**src/rtl/loader_pkg.sv**
```systemverilog
// Shared types and constants for the boot loader.
package loader_pkg;

    // Loader FSM states.
    typedef enum logic [2:0] {
        IDLE  = 3'd0,
        LEN   = 3'd1,
        DATA  = 3'd2,
        CHECK = 3'd3,
        DONE  = 3'd4,
        ERROR = 3'd5
    } state_t;

    // Width of the LEN byte that carries the word count.
    localparam int LenWidth  = 8;
    // Width of the running XOR checksum.
    localparam int CsumWidth = 8;

    // True in the states that take bytes from the stream.
    function automatic logic accepts_bytes(input state_t s);
        return (s == LEN) || (s == DATA) || (s == CHECK);
    endfunction

endpackage

```
**src/rtl/boot_loader_if.sv**
```systemverilog
// Byte-stream handshake bundle feeding the loader.
interface boot_loader_if;
    import loader_pkg::*;

    logic                inValid;
    logic [LenWidth-1:0] inData;
    logic                inReady;

    // Producer side: drives the payload, watches ready.
    modport master  (output inValid, inData, input inReady);
    // Consumer side: takes the payload, drives ready.
    modport slave   (input inValid, inData, output inReady);
    // Passive tap: sees every transfer, drives nothing.
    modport monitor (input inValid, inData, inReady);

endinterface

```
**src/rtl/word_assembler.sv**
```systemverilog
// Packs accepted stream bytes into little-endian words and pulses
// wordValid_o for one cycle after the fourth byte of each word.
module word_assembler
    import loader_pkg::*;
#(
    parameter int Width = 32
) (
    input  logic             clk,
    input  logic             resetN,
    input  logic             clear_i,     // drop any partial word
    input  logic             en_i,        // loader is in its data phase
    boot_loader_if.monitor   bs,
    output logic             last_o,      // next accepted byte completes a word
    output logic             wordValid_o,
    output logic [Width-1:0] word_o
);

    logic [1:0]       cnt_q;
    logic [Width-1:0] shift_q;
    logic [Width-1:0] word_q;
    logic             valid_q;
    logic             accept;

    // A byte is only taken while the loader is in its data phase and no
    // restart is pending; a restart on the same edge discards the byte.
    assign accept = bs.inValid && bs.inReady && en_i && !clear_i;

    // Byte counter, shift register, completed word and its strobe.
    always_ff @(posedge clk or negedge resetN) begin
        if (!resetN) begin
            cnt_q   <= 2'd0;
            shift_q <= '0;
            word_q  <= '0;
            valid_q <= 1'b0;
        end else if (clear_i) begin
            cnt_q   <= 2'd0;
            shift_q <= '0;
            word_q  <= '0;
            valid_q <= 1'b0;
        end else if (accept) begin
            // New bytes enter at the top so the first byte ends up in [7:0].
            shift_q <= {bs.inData, shift_q[Width-1:LenWidth]};
            cnt_q   <= cnt_q + 2'd1;
            valid_q <= (cnt_q == 2'd3);
            if (cnt_q == 2'd3) begin
                word_q <= {bs.inData, shift_q[Width-1:LenWidth]};
            end
        end else begin
            valid_q <= 1'b0;
        end
    end

    assign last_o      = (cnt_q == 2'd3);
    assign wordValid_o = valid_q;
    assign word_o      = word_q;

endmodule

```
**src/rtl/boot_loader.sv**
```systemverilog
// Boot loader: receives LEN, N little-endian words and an XOR checksum
// over a byte stream, writes the words to instruction memory and releases
// the core only after the checksum matches.
module boot_loader
    import loader_pkg::*;
#(
    parameter int Width = 32,
    parameter int Depth = 32
) (
    input  logic                clk,
    input  logic                resetN,
    input  logic                start,
    input  logic                inValid,
    input  logic [LenWidth-1:0] inData,
    output logic                inReady,
    output logic                memWrEn,
    output logic [31:0]         memWrAddr,
    output logic [Width-1:0]    memWrData,
    output logic                coreReset,
    output logic                done,
    output logic                error
);

    // One extra bit so that a count equal to Depth is representable.
    localparam int IdxW = $clog2(Depth) + 1;

    state_t               state_q;
    logic                 rst_sync_q;
    logic                 inReady_q;
    logic                 coreReset_q;
    logic                 done_q;
    logic                 error_q;
    logic [IdxW-1:0]      n_q;
    logic [IdxW-1:0]      word_idx_q;
    logic [CsumWidth-1:0] xor_q;
    logic [31:0]          addr_q;

    logic                 xfer;
    logic                 asm_last;
    logic                 asm_valid;
    logic [Width-1:0]     asm_word;

    assign xfer = inValid && inReady_q;

    // Internal view of the stream so the assembler can tap transfers.
    boot_loader_if bs_if ();
    assign bs_if.inValid = inValid;
    assign bs_if.inData  = inData;
    assign bs_if.inReady = inReady_q;

    word_assembler #(
        .Width(Width)
    ) u_asm (
        .clk         (clk),
        .resetN      (resetN),
        .clear_i     (start),
        .en_i        (state_q == DATA),
        .bs          (bs_if),
        .last_o      (asm_last),
        .wordValid_o (asm_valid),
        .word_o      (asm_word)
    );

    // Loader FSM with its checksum, word index and registered outputs.
    always_ff @(posedge clk or negedge resetN) begin
        if (!resetN) begin
            state_q     <= IDLE;
            rst_sync_q  <= 1'b0;
            inReady_q   <= 1'b0;
            coreReset_q <= 1'b1;
            done_q      <= 1'b0;
            error_q     <= 1'b0;
            n_q         <= '0;
            word_idx_q  <= '0;
            xor_q       <= '0;
            addr_q      <= '0;
        end else begin
            // Holds IDLE for one edge after reset release so the first
            // move to LEN happens on the second rising edge.
            rst_sync_q <= 1'b1;
            if (start) begin
                state_q     <= IDLE;
                inReady_q   <= 1'b0;
                coreReset_q <= 1'b1;
                done_q      <= 1'b0;
                error_q     <= 1'b0;
                n_q         <= '0;
                word_idx_q  <= '0;
                xor_q       <= '0;
            end else begin
                unique case (state_q)
                    IDLE: begin
                        if (rst_sync_q) begin
                            state_q   <= LEN;
                            inReady_q <= accepts_bytes(LEN);
                        end
                    end
                    LEN: begin
                        if (xfer) begin
                            if ((inData == '0) || (32'(inData) > 32'(Depth))) begin
                                state_q   <= ERROR;
                                inReady_q <= 1'b0;
                                error_q   <= 1'b1;
                            end else begin
                                state_q <= DATA;
                                n_q     <= IdxW'(inData);
                            end
                        end
                    end
                    DATA: begin
                        if (xfer) begin
                            xor_q <= xor_q ^ inData;
                            if (asm_last) begin
                                // Address latched with the word it belongs to.
                                addr_q     <= 32'({word_idx_q, 2'b00});
                                word_idx_q <= word_idx_q + 1'b1;
                                if (IdxW'(word_idx_q + 1'b1) == n_q) begin
                                    state_q <= CHECK;
                                end
                            end
                        end
                    end
                    CHECK: begin
                        if (xfer) begin
                            inReady_q <= 1'b0;
                            if (inData == xor_q) begin
                                state_q     <= DONE;
                                done_q      <= 1'b1;
                                coreReset_q <= 1'b0;
                            end else begin
                                state_q <= ERROR;
                                error_q <= 1'b1;
                            end
                        end
                    end
                    DONE, ERROR: begin
                        // Wait here until a restart.
                    end
                    default: begin
                        state_q     <= IDLE;
                        inReady_q   <= 1'b0;
                        coreReset_q <= 1'b1;
                        done_q      <= 1'b0;
                        error_q     <= 1'b0;
                    end
                endcase
            end
        end
    end

    assign inReady   = inReady_q;
    assign memWrEn   = asm_valid;
    assign memWrAddr = addr_q;
    assign memWrData = asm_word;
    assign coreReset = coreReset_q;
    assign done      = done_q;
    assign error     = error_q;

endmodule

```
**config.mk**
```make
export PLATFORM = sky130hd
export DESIGN_NAME = boot_loader
export DESIGN_NICKNAME = d
export VERILOG_FILES = /design/src/rtl/loader_pkg.sv /design/src/rtl/boot_loader_if.sv /design/src/rtl/word_assembler.sv /design/src/rtl/boot_loader.sv
export SDC_FILE = /design/constraint.sdc
export NUM_CORES = 1
export LEC_CHECK = 0
export BUFFER_PORTS_ARGS = -buffer_cell sky130_fd_sc_hd__buf_2
export CAP_MARGIN = 30
export CORE_MARGIN = 2
export CORE_UTILIZATION = 25
export CTS_CLUSTER_SIZE = 8
export DETAILED_ROUTE_END_ITERATION = 10
export PLACE_DENSITY = 0.49
export SETUP_SLACK_MARGIN = 0.1
export SKIP_LAST_GASP = 1
export SYNTH_ARGS = -nofsm -noshare
export SYNTH_HDL_FRONTEND = slang
export SYNTH_SLANG_ARGS = --single-unit
```
**constraint.sdc**
```tcl
create_clock -name clk -period 4.97 [get_ports clk]
set_input_delay 0.994 -clock clk [delete_from_list [all_inputs] [get_ports clk]]
set_output_delay 0.994 -clock clk [all_outputs]
set_load 0.01 [all_outputs]
```
==> flow_metrics.env, run 1 <==
export IMPL_status="finished clean"
export IMPL_gp_congestion=0.768
export IMPL_grt_pass1_vias=3030
export IMPL_vias=3028
export IMPL_synthFlopType="dfrtp_1"
export IMPL_slew_limit_headroom_pct=47.2
export IMPL_first_pass_iters=4
export IMPL_cts_resized=0
export IMPL_timing_fmax_mhz=409
export IMPL_post_cts_setup_buffers=0
export IMPL_synth_warnings=0
export IMPL_drive_above_1_share_pct=20.1
export IMPL_fin_crit_sh_pct=49.2
export IMPL_clock_latency_ps=340
export IMPL_core_area_um2=16600
export IMPL_n_antenna_cell=0
export IMPL_fill_cells=1744
export IMPL_fin_skew_ps=9.44
export IMPL_start_kind="input pin"
export IMPL_setup_violations=0
export IMPL_peakVddDrop_uv=157
export IMPL_synth_cell_types=42
export IMPL_die_x_um=135
export IMPL_ys_seq_elements=93
export IMPL_period_needed_ps=2440
export IMPL_vias_per_cell=4.38
export IMPL_die_area_um2=18200
export IMPL_synthArstFlopShare_pct=100
export IMPL_synth_edff_count=0
export IMPL_cts_htree_levels=3
export IMPL_grt_max_degree=61
export IMPL_finalMaxSlewViolations=0
export IMPL_clockBufferDepth=2
export IMPL_antenna_found_initial=0
export IMPL_powerDensity_nw_per_um2=321
export IMPL_io_pins=81
export IMPL_p_leak_nw=2.37
export IMPL_clock_root_buffer="clkbuf_16"
export IMPL_yosysSeqAreaShare_pct=54.4
export IMPL_syn_inst=420
export IMPL_areaGrowthSynthToFinish_pct=16.5
export IMPL_clk_pin_slew_ps=60
export IMPL_fin_ws_ps=2530
export IMPL_drtIter0Drc=204
export IMPL_rsz0062_at_grt="no"
export IMPL_wl_per_cell_um=14.3
export IMPL_dp_hpwl_mm=6.83
export IMPL_rrSetupSlack_ps=2790
export IMPL_final_setup_tns_ps=0
export IMPL_hold_violations=0
export IMPL_initial_utilization_pct=25.7
export IMPL_nets=481
export IMPL_tightest_slew_ps=792
export IMPL_crit_fanout=41
export IMPL_routed_wl_mm=9.87
export IMPL_fp_dieH_um=135
export IMPL_io_buffers=54
export IMPL_dp_cells=676
export IMPL_synthTopCellsByArea="dfrtp_1, nand2_1, a21oi_1, buf_4, a22o_1"
export IMPL_holdWs_ps=499
export IMPL_clock_sinks=93
export IMPL_dp_slack_ps=2170
export IMPL_ctsHoldBuffers=0
export IMPL_route_detailed_drc=0
export IMPL_cts_inserted_buffers=9
export IMPL_multi_input_area_um2=1730
export IMPL_grt_overflow_total=0
export IMPL_syn_area_per_cell_um2=10.2
export IMPL_hold_path_class="flop to flop"
export IMPL_cts_tree="yes"
export IMPL_placementRows=47
export IMPL_postRouteAntennaNets=0
export IMPL_criticalPathCategory="input pin to flop"
export IMPL_grt_first_pass_wirelength_mm=15.9
export IMPL_grt_use_total_pct=11.2
export IMPL_synth_top_area_cell="dfrtp_1"
export IMPL_seqCellArea_um2=2330
export IMPL_power_total_mw=1.60
export IMPL_synth_area_um2=4280
export IMPL_end_kind="flop"
export IMPL_synth_top_area_share_pct=53.7
export IMPL_crit_required_ps=5230
export IMPL_layout_cells_non_filler=692
export IMPL_cap_viol_max_count=0
export IMPL_crit_arrival_ps=2700
==> cell usage after synthesis, types with 5 or more instances <==
cell type / count
dfrtp_1: 92
nand2_1: 81
nand3_1: 6
xor2_1: 21
buf_2: 5
clkbuf_1: 13
buf_4: 28
xnor2_1: 7
nor3_1: 6
nor2b_1: 9
mux2_2: 13
a22o_1: 21
nor2_1: 26
a21oi_1: 42
==> critical path, stage by stage <==
cell	delay, ps
buf_2	580
buf_4	430
nor4_1	110
a211oi_1	340
mux2i_1	220
==> layout by cell type, fill, tap and decap left out, types with 8 or more instances in the layout <==
master	instances
a21oi_1	42
a22o_1	21
buf_2	53
clkbuf_16	9
conb_1	27
dfrtp_1	92
mux2_2	13
nand2_1	81
nor2_1	26
nor2b_1	8
xor2_1	21
==> where the power goes <==
group | switching, mW | internal (mW)
clock | 0.290 | 0.382
sequential | 0.0264 | 0.774
combinational | 0.0853 | 0.0446
total | 0.401 | 1.20
==> final cells by class <==
type                       count  share of cell area, %
timing repair buffer          61                   6.92
tap                          220                   5.52
inverter                       3                  0.226
sequential                    93                   46.7
clock buffer                  12                   5.34
multi-input combinational    299                   34.7
clock inverter                 4                  0.602
==> state kept, by name (all words and copies together), names as in the netlist, 2 cells and up <==
register,cells
u_asm.cnt_q,2
memWrAddr,6
n_q,6
u_asm.shift_q,24
state_q,3
u_asm.word_o,32
word_idx_q,6
xor_q,8
==> worst paths after layout <==
check,start,to,depth (start not counted)
max in group asynchronous,resetN,coreReset$_DFFE_PN1P_,2
min in group asynchronous,resetN,rst_sync_q$_DFF_PN0_,1
hold / removal,u_asm.word_o[0]$_DFFE_PN0P_,u_asm.word_o[0]$_DFFE_PN0P_,1
hold reg to reg,u_asm.word_o[0]$_DFFE_PN0P_,u_asm.word_o[0]$_DFFE_PN0P_,1
setup / recovery,start,state_q[0]$_DFFE_PN0P_,5
setup reg to reg,state_q[1]$_DFFE_PN0P_,word_idx_q[5]$_DFFE_PN0P_,5
==> routing by layer <==
metal	GRT usage [%]	up-vias	routed length (um)
met1	14.8	1487	4540
met4	4.33	0	167
met2	18.2	56	4840
li1	-	1473	-
met5	0	-	0
met3	2.25	12	315
==> kinds of logic (layout without fill, tap and decap cells) <==
kind of cell / count (synthesis) / after routing / share of synthesized area [%]
other cells: 2 / 27 / 0.175
flops: 93 / 93 / 54.4
buf+inv: 53 / 80 / 7.42
compound gates: 80 / 80 / 12.4
simple gates: 146 / 146 / 15.2
mux: 16 / 16 / 4.12
fa+ha+maj: 2 / 2 / 0.584
xor+xnor: 28 / 28 / 5.72
==> per-stage QoR <==
step / cell area [um^2] / utilization, %
global placement: 4670 / 28.0
floorplan: 4380 / -
detailed placement: 4690 / 28.2
CTS: 4990 / 30.0
global route: 4990 / 30.0
finish: 4990 / 30.0
(Power assumes the default switching activity.)
==> inputs of run 2 (changes only) <==
--- a/config.mk
+++ b/config.mk
@@ -5,13 +5,14 @@
 export SDC_FILE = /design/constraint.sdc
 export NUM_CORES = 1
 export LEC_CHECK = 0
+export ABC_AREA = 1
 export BUFFER_PORTS_ARGS = -buffer_cell sky130_fd_sc_hd__buf_2
 export CAP_MARGIN = 30
 export CORE_MARGIN = 2
 export CORE_UTILIZATION = 25
 export CTS_CLUSTER_SIZE = 8
 export DETAILED_ROUTE_END_ITERATION = 10
-export PLACE_DENSITY = 0.49
+export PLACE_DENSITY = 0.51
 export SETUP_SLACK_MARGIN = 0.1
 export SKIP_LAST_GASP = 1
 export SYNTH_ARGS = -nofsm -noshare
==> constraint.sdc (replaced) <==
create_clock -name clk -period 2 [get_ports clk]
set_input_delay 0.4 -clock clk [delete_from_list [all_inputs] [get_ports clk]]
set_output_delay 0.4 -clock clk [all_outputs]
set_load 0.01 [all_outputs]
==> flow_metrics.env, run 2 <==
export IMPL_startpoint="state_q[0]$_DFFE_PN0P_"
export IMPL_placementRows=48
export IMPL_fin_crit_sh_pct=85.0
export IMPL_dp_cells=786
export IMPL_postRouteAntennaNets=0
export IMPL_grt_max_degree=40
export IMPL_post_cts_setup_buffers=0
export IMPL_drtIter0Drc=221
export IMPL_nets=586
export IMPL_grt_first_pass_wirelength_mm=17.0
export IMPL_clock_sinks=93
export IMPL_mostFrequentLayoutCell="nand2_1"
export IMPL_dp_hpwl_mm=7.76
export IMPL_first_pass_iters=4
export IMPL_synthFlopType="dfrtp_1"
export IMPL_crit_arrival_ps=1930
export IMPL_yosysSeqAreaShare_pct=52.0
export IMPL_crit_end="u_asm.word_o[24]$_DFFE_PN0P_"
export IMPL_powerDensity_nw_per_um2=841
export IMPL_r2r_start="state_q[0]$_DFFE_PN0P_"
export IMPL_timing_fmax_mhz=588
export IMPL_p_leak_nw=2.65
export IMPL_final_setup_tns_ps=0
export IMPL_io_pins=81
export IMPL_areaGrowthSynthToFinish_pct=16.8
export IMPL_use_met3_pct=2.35
export IMPL_hold_violations=0
export IMPL_finalMaxSlewViolations=0
export IMPL_largest_register_ffs=32
export IMPL_fin_skew_ps=6.21
export IMPL_syn_area_per_cell_um2=8.76
export IMPL_start_kind="flop"
export IMPL_route_detailed_drc=0
export IMPL_grt_use_total_pct=11.7
export IMPL_synth_cell_types=33
export IMPL_n_antenna_cell=0
export IMPL_period_needed_ps=1700
export IMPL_synthTopCellsByCount="nand2_1, dfrtp_1, inv_1, nor2_1, o22ai_1"
export IMPL_synthArstFlopShare_pct=100
export IMPL_criticalPathCategory="flop to flop"
export IMPL_rrSetupSlack_ps=300
export IMPL_ys_seq_elements=93
export IMPL_synth_top_area_share_pct=51.4
export IMPL_syn_inst=511
export IMPL_top_usage_layer="met2"
export IMPL_die_area_um2=19000
export IMPL_tightest_slew_ps=516
export IMPL_vias_per_cell=4.17
export IMPL_holdWs_ps=20.9
export IMPL_antenna_found_initial=0
export IMPL_grtUsageMet2_pct=17.4
export IMPL_end_kind="flop"
export IMPL_crit_fanout=33
export IMPL_rsz0062_at_grt="no"
export IMPL_fp_dieH_um=138
export IMPL_hold_path_class="input pin to asynchronous set/reset pin"
export IMPL_synth_warnings=0
export IMPL_grt_pass1_vias=3298
export IMPL_ff2ff_path_depth=5
export IMPL_clock_root_buffer="clkbuf_16"
export IMPL_synthTopCellsByArea="dfrtp_1, nand2_1, inv_1, buf_4, o22ai_1"
export IMPL_gr_usage_met1_pct=16.7
export IMPL_path_cells="nor3_4, nand2_4, o21ai_4, buf_12, mux2_4"
export IMPL_core_area_um2=17400
export IMPL_vias=3342
export IMPL_die_x_um=138
export IMPL_slowest_stage="dfrtp_1"
export IMPL_peakVddDrop_uv=460
export IMPL_layout_cells_non_filler=802
export IMPL_grt_overflow_total=0
export IMPL_cts_inserted_buffers=9
export IMPL_gp_congestion=0.857
export IMPL_reg2reg_to="u_asm.word_o[24]$_DFFE_PN0P_"
export IMPL_final_cell_mix="nand2_1, dfrtp_1, inv_1"
export IMPL_synthMostInstantiatedCell="nand2_1"
export IMPL_synth_area_um2=4480
export IMPL_finalCoreUtilization_pct=30.0
export IMPL_drive_above_1_share_pct=18.9
export IMPL_synth_top_area_cell="dfrtp_1"
export IMPL_slew_limit_headroom_pct=65.6
export IMPL_setup_violations=0
export IMPL_initial_utilization_pct=25.7
export IMPL_routed_wl_mm=10.4
export IMPL_io_buffers=54
export IMPL_wl_per_cell_um=13.0
export IMPL_synth_edff_count=0
export IMPL_slowest_delay_ps=470
export IMPL_cts_htree_levels=3
export IMPL_clock_latency_ps=340
export IMPL_cap_viol_max_count=0
export IMPL_crit_required_ps=2230
export IMPL_cts_tree="yes"
export IMPL_clk_pin_slew_ps=70
export IMPL_clockBufferDepth=2
export IMPL_status="finished clean"
==> run 2: how the worst min path moves through the flow <==
| stage | startpoint | to | slack [ps] | cells past startpoint |
|---|---|---|---|---|
| global placement | resetN | u_asm.wordValid_o$_DFF_PN0_ | 420 | 1 |
| global route | resetN | u_asm.wordValid_o$_DFF_PN0_ | 60 | 1 |
| CTS | resetN | u_asm.wordValid_o$_DFF_PN0_ | 40 | 1 |
| floorplan | resetN | done$_DFFE_PN0P_ | 100 | 0 |
| finish | resetN | u_asm.wordValid_o$_DFF_PN0_ | 20 | 1 |
| detailed placement | resetN | u_asm.wordValid_o$_DFF_PN0_ | 420 | 1 |
==> run 2: cells by family after synthesis <==
logic type / count (synthesis) / share of synthesized area, %
compound gates: 85 / 11.3
xor+xnor: 1 / 0.196
fa+ha+maj: 2 / 0.559
buf+inv: 135 / 15.0
flops: 93 / 52.0
other cells: 2 / 0.168
simple gates: 180 / 16.6
mux: 13 / 4.11
==> run 2: power breakdown <==
part,internal [mW],switching [mW],total (mW)
clock,0.891,0.763,1.65
combinational,0.227,0.434,0.661
sequential,2.00,0.0833,2.08
total,3.11,1.28,4.39
==> run 2: timing repair <==
action                                  4_1_cts  5_1_grt
endpoints found under the setup margin        0        2
resized for setup                             0        4
hold buffers                                  0        0
==> run 2: critical path: cells and delay by family, from the launching register on <==
family	cells	cell delay [ps]
compound gates	1	180
mux	1	310
simple gates	2	370
buf+inv	1	230
flops	1	470
==> run 2: metal layers <==
metal | share of wire [%] | up-vias
li1 | - | 1685
met1 | 50 | 1565
met2 | 45 | 86
met3 | 4.4 | 6
met4 | 0.95 | 0
met5 | 0 | -
==> run 2: through the flow <==
stage	total power [mW]	worst slack [ps]	area [um^2]
2_1_floorplan	2.59	484	4570
3_3_place_gp	2.77	244	4930
3_5_place_dp	2.78	238	4930
4_1_cts	4.46	256	5220
5_1_grt	4.65	141	5230
6_report	4.39	299	5230
==> run 2: area by class of cell <==
class / instances / area (um^2)
fillers: 1869 / 12200
flip-flops and latches: 93 / 2330
multi-input cells: 308 / 1580
repair buffers: 66 / 400
inverters: 94 / 353
well taps: 225 / 282
clock buffers: 11 / 243
clock inverters: 5 / 43.8
==> inputs of run 3 (changes only) <==
--- a/config.mk
+++ b/config.mk
@@ -12,7 +12,7 @@
 export CORE_UTILIZATION = 25
 export CTS_CLUSTER_SIZE = 8
 export DETAILED_ROUTE_END_ITERATION = 10
-export PLACE_DENSITY = 0.51
+export PLACE_DENSITY = 0.49
 export SETUP_SLACK_MARGIN = 0.1
 export SKIP_LAST_GASP = 1
 export SYNTH_ARGS = -nofsm -noshare
==> constraint.sdc (replaced) <==
create_clock -name clk -period 1.6 [get_ports clk]
set_input_delay 0.32 -clock clk [delete_from_list [all_inputs] [get_ports clk]]
set_output_delay 0.32 -clock clk [all_outputs]
set_load 0.01 [all_outputs]
==> flow_metrics.env, run 3 (synthesis results as in run 2) <==
export IMPL_status="finished with violations"
export IMPL_violations="negative setup slack"
export IMPL_placementRows=48
export IMPL_drive_above_1_share_pct=32.6
export IMPL_wl_per_cell_um=14.0
export IMPL_vias_per_cell=4.34
export IMPL_finalMaxSlewViolations=0
export IMPL_grt_first_pass_wirelength_mm=17.7
export IMPL_min_to="xor_q[1]$_DFFE_PN0P_"
export IMPL_route_detailed_drc=0
export IMPL_powerDensity_nw_per_um2=971
export IMPL_period_needed_ps=1660
export IMPL_clock_latency_ps=350
export IMPL_rrSetupSlack_ps=-60
export IMPL_crit_fanout=7
export IMPL_hold_path_class="input pin to flop"
export IMPL_setup_violations=13
export IMPL_crit_required_ps=1830
export IMPL_fp_dieH_um=138
export IMPL_peakVddDrop_uv=482
export IMPL_gp_congestion=0.893
export IMPL_vias=3620
export IMPL_core_area_um2=17400
export IMPL_io_buffers=54
export IMPL_top_usage_layer="met2"
export IMPL_postRouteAntennaNets=0
export IMPL_areaGrowthSynthToFinish_pct=33.1
export IMPL_fill_cells=1793
export IMPL_hp_start="inData[1]"
export IMPL_crit_arrival_ps=1890
export IMPL_dp_slack_ps=-11.1
export IMPL_min_path_cells=4
export IMPL_r2r_start="state_q[1]$_DFFE_PN0P_"
export IMPL_die_x_um=138
export IMPL_fin_crit_sh_pct=104
export IMPL_die_area_um2=19000
export IMPL_cap_viol_max_count=0
export IMPL_design_area_um2=5960
export IMPL_clock_sinks=93
export IMPL_criticalPathCategory="flop to flop"
export IMPL_rsz0062_at_grt="yes"
export IMPL_reg2reg_to="u_asm.word_o[25]$_DFFE_PN0P_"
export IMPL_layout_cells_non_filler=835
export IMPL_ff2ff_path_depth=6
export IMPL_cp_top_family="flip-flops"
export IMPL_cts_htree_levels=3
export IMPL_routed_wl_mm=11.7
export IMPL_final_cell_mix="nand2_1, dfrtp_1, inv_1"
export IMPL_io_pins=81
export IMPL_path_cells="inv_4, nor3_4, nand2_4, o21ai_4, clkbuf_16, mux2_4"
export IMPL_gr_usage_met1_pct=16.9
export IMPL_fin_skew_ps=8.15
export IMPL_largest_register_ffs=32
export IMPL_path_buf_inv=2
export IMPL_cts_inserted_buffers=9
export IMPL_first_pass_iters=4
export IMPL_final_setup_tns_ps=-425
export IMPL_grt_use_total_pct=12.2
export IMPL_hold_violations=0
export IMPL_dp_cells=800
export IMPL_slowest_delay_ps=390
export IMPL_finalCoreUtilization_pct=34.2
export IMPL_use_met3_pct=2.47
export IMPL_dp_hpwl_mm=8.07
export IMPL_timing_fmax_mhz=601
export IMPL_power_total_mw=5.79
export IMPL_n_antenna_cell=0
export IMPL_grtUsageMet2_pct=18.5
export IMPL_nets=621
export IMPL_slowest_stage="dfrtp_1"
export IMPL_antenna_found_initial=0
export IMPL_end_kind="flop"
export IMPL_placed_cell_area_um2=5080
export IMPL_grt_pass1_vias=3435
export IMPL_holdWs_ps=312
export IMPL_fin_ws_ps=-62.5
export IMPL_start_kind="flop"
export IMPL_grt_overflow_total=0
export IMPL_clockBufferDepth=2
export IMPL_initial_utilization_pct=25.7
export IMPL_clk_pin_slew_ps=60
export IMPL_p_leak_nw=2.95
export IMPL_grt_max_degree=31
export IMPL_mostFrequentLayoutCell="nand2_1"
export IMPL_drtIter0Drc=195
export IMPL_clock_root_buffer="clkbuf_16"
export IMPL_cts_tree="yes"
## run 3: changes by cell type in the layout (fill, tap and decap cells not counted), sizes merged
cell and change:
buf +29, clkbuf +3, clkinvlp -2, bufinv +1, clkinv +1, dlygate4sd3 +1
## run 3: cell type report
class | count | area (um^2) | area share [%]
clock buffer | 9 | 225 | 3.78
clock inverter | 5 | 61.3 | 1.03
inverter | 94 | 365 | 6.13
multi-input combinational | 308 | 1860 | 31.2
sequential | 93 | 2330 | 39.1
tap | 225 | 282 | 4.73
timing repair buffer | 101 | 837 | 14.1
## run 3: power breakdown
group	switching [mW]	internal, mW	leakage [nW]
Sequential	0.0912	2.49	1.26
Combinational	0.658	0.426	1.55
Clock	0.912	1.20	0.142
Total	1.66	4.13	2.95
## run 3: repair_timing
| action | CTS | global route |
|---|---|---|
| pin swaps | 6 | 6 |
| endpoints found under the hold margin | 26 | 0 |
| setup buffers | 5 | 9 |
| cloned | 1 | 5 |
| hold buffers | 1 | 0 |
| gates resized for setup | 17 | 71 |
| endpoints found under the setup margin | 68 | 78 |
## run 3: worst max-delay path by stage
stage | from | endpoint | slack, ps | cells after the start
3_3_place_gp | word_idx_q[0]$_DFFE_PN0P_ | state_q[0]$_DFFE_PN0P_ | 30 | 12
2_1_floorplan | state_q[0]$_DFFE_PN0P_ | u_asm.word_o[19]$_DFFE_PN0P_ | 100 | 5
4_1_cts | state_q[2]$_DFFE_PN0P_ | u_asm.word_o[31]$_DFFE_PN0P_ | 10 | 5
6_report | state_q[1]$_DFFE_PN0P_ | u_asm.word_o[25]$_DFFE_PN0P_ | -60 | 6
3_5_place_dp | word_idx_q[0]$_DFFE_PN0P_ | state_q[1]$_DFFE_PN0P_ | -10 | 12
5_1_grt | state_q[1]$_DFFE_PN0P_ | u_asm.word_o[31]$_DFFE_PN0P_ | -140 | 6
## run 3: layer usage
metal | wire (um) | part of all wire [%]
met1 | 5510 | 47
met2 | 5390 | 46
met3 | 541 | 4.6
met4 | 246 | 2.1
met5 | 0 | 0
## run 3: worst reg2reg max path, delay by kind of cell, from the launching register on
kind / cells / cell delay [ps]
AO/OA/AOI/OAI: 1 / 230
buffers and inverters: 2 / 280
flip-flops: 1 / 390
multiplexers: 1 / 300
AND/OR/NAND/NOR: 2 / 350
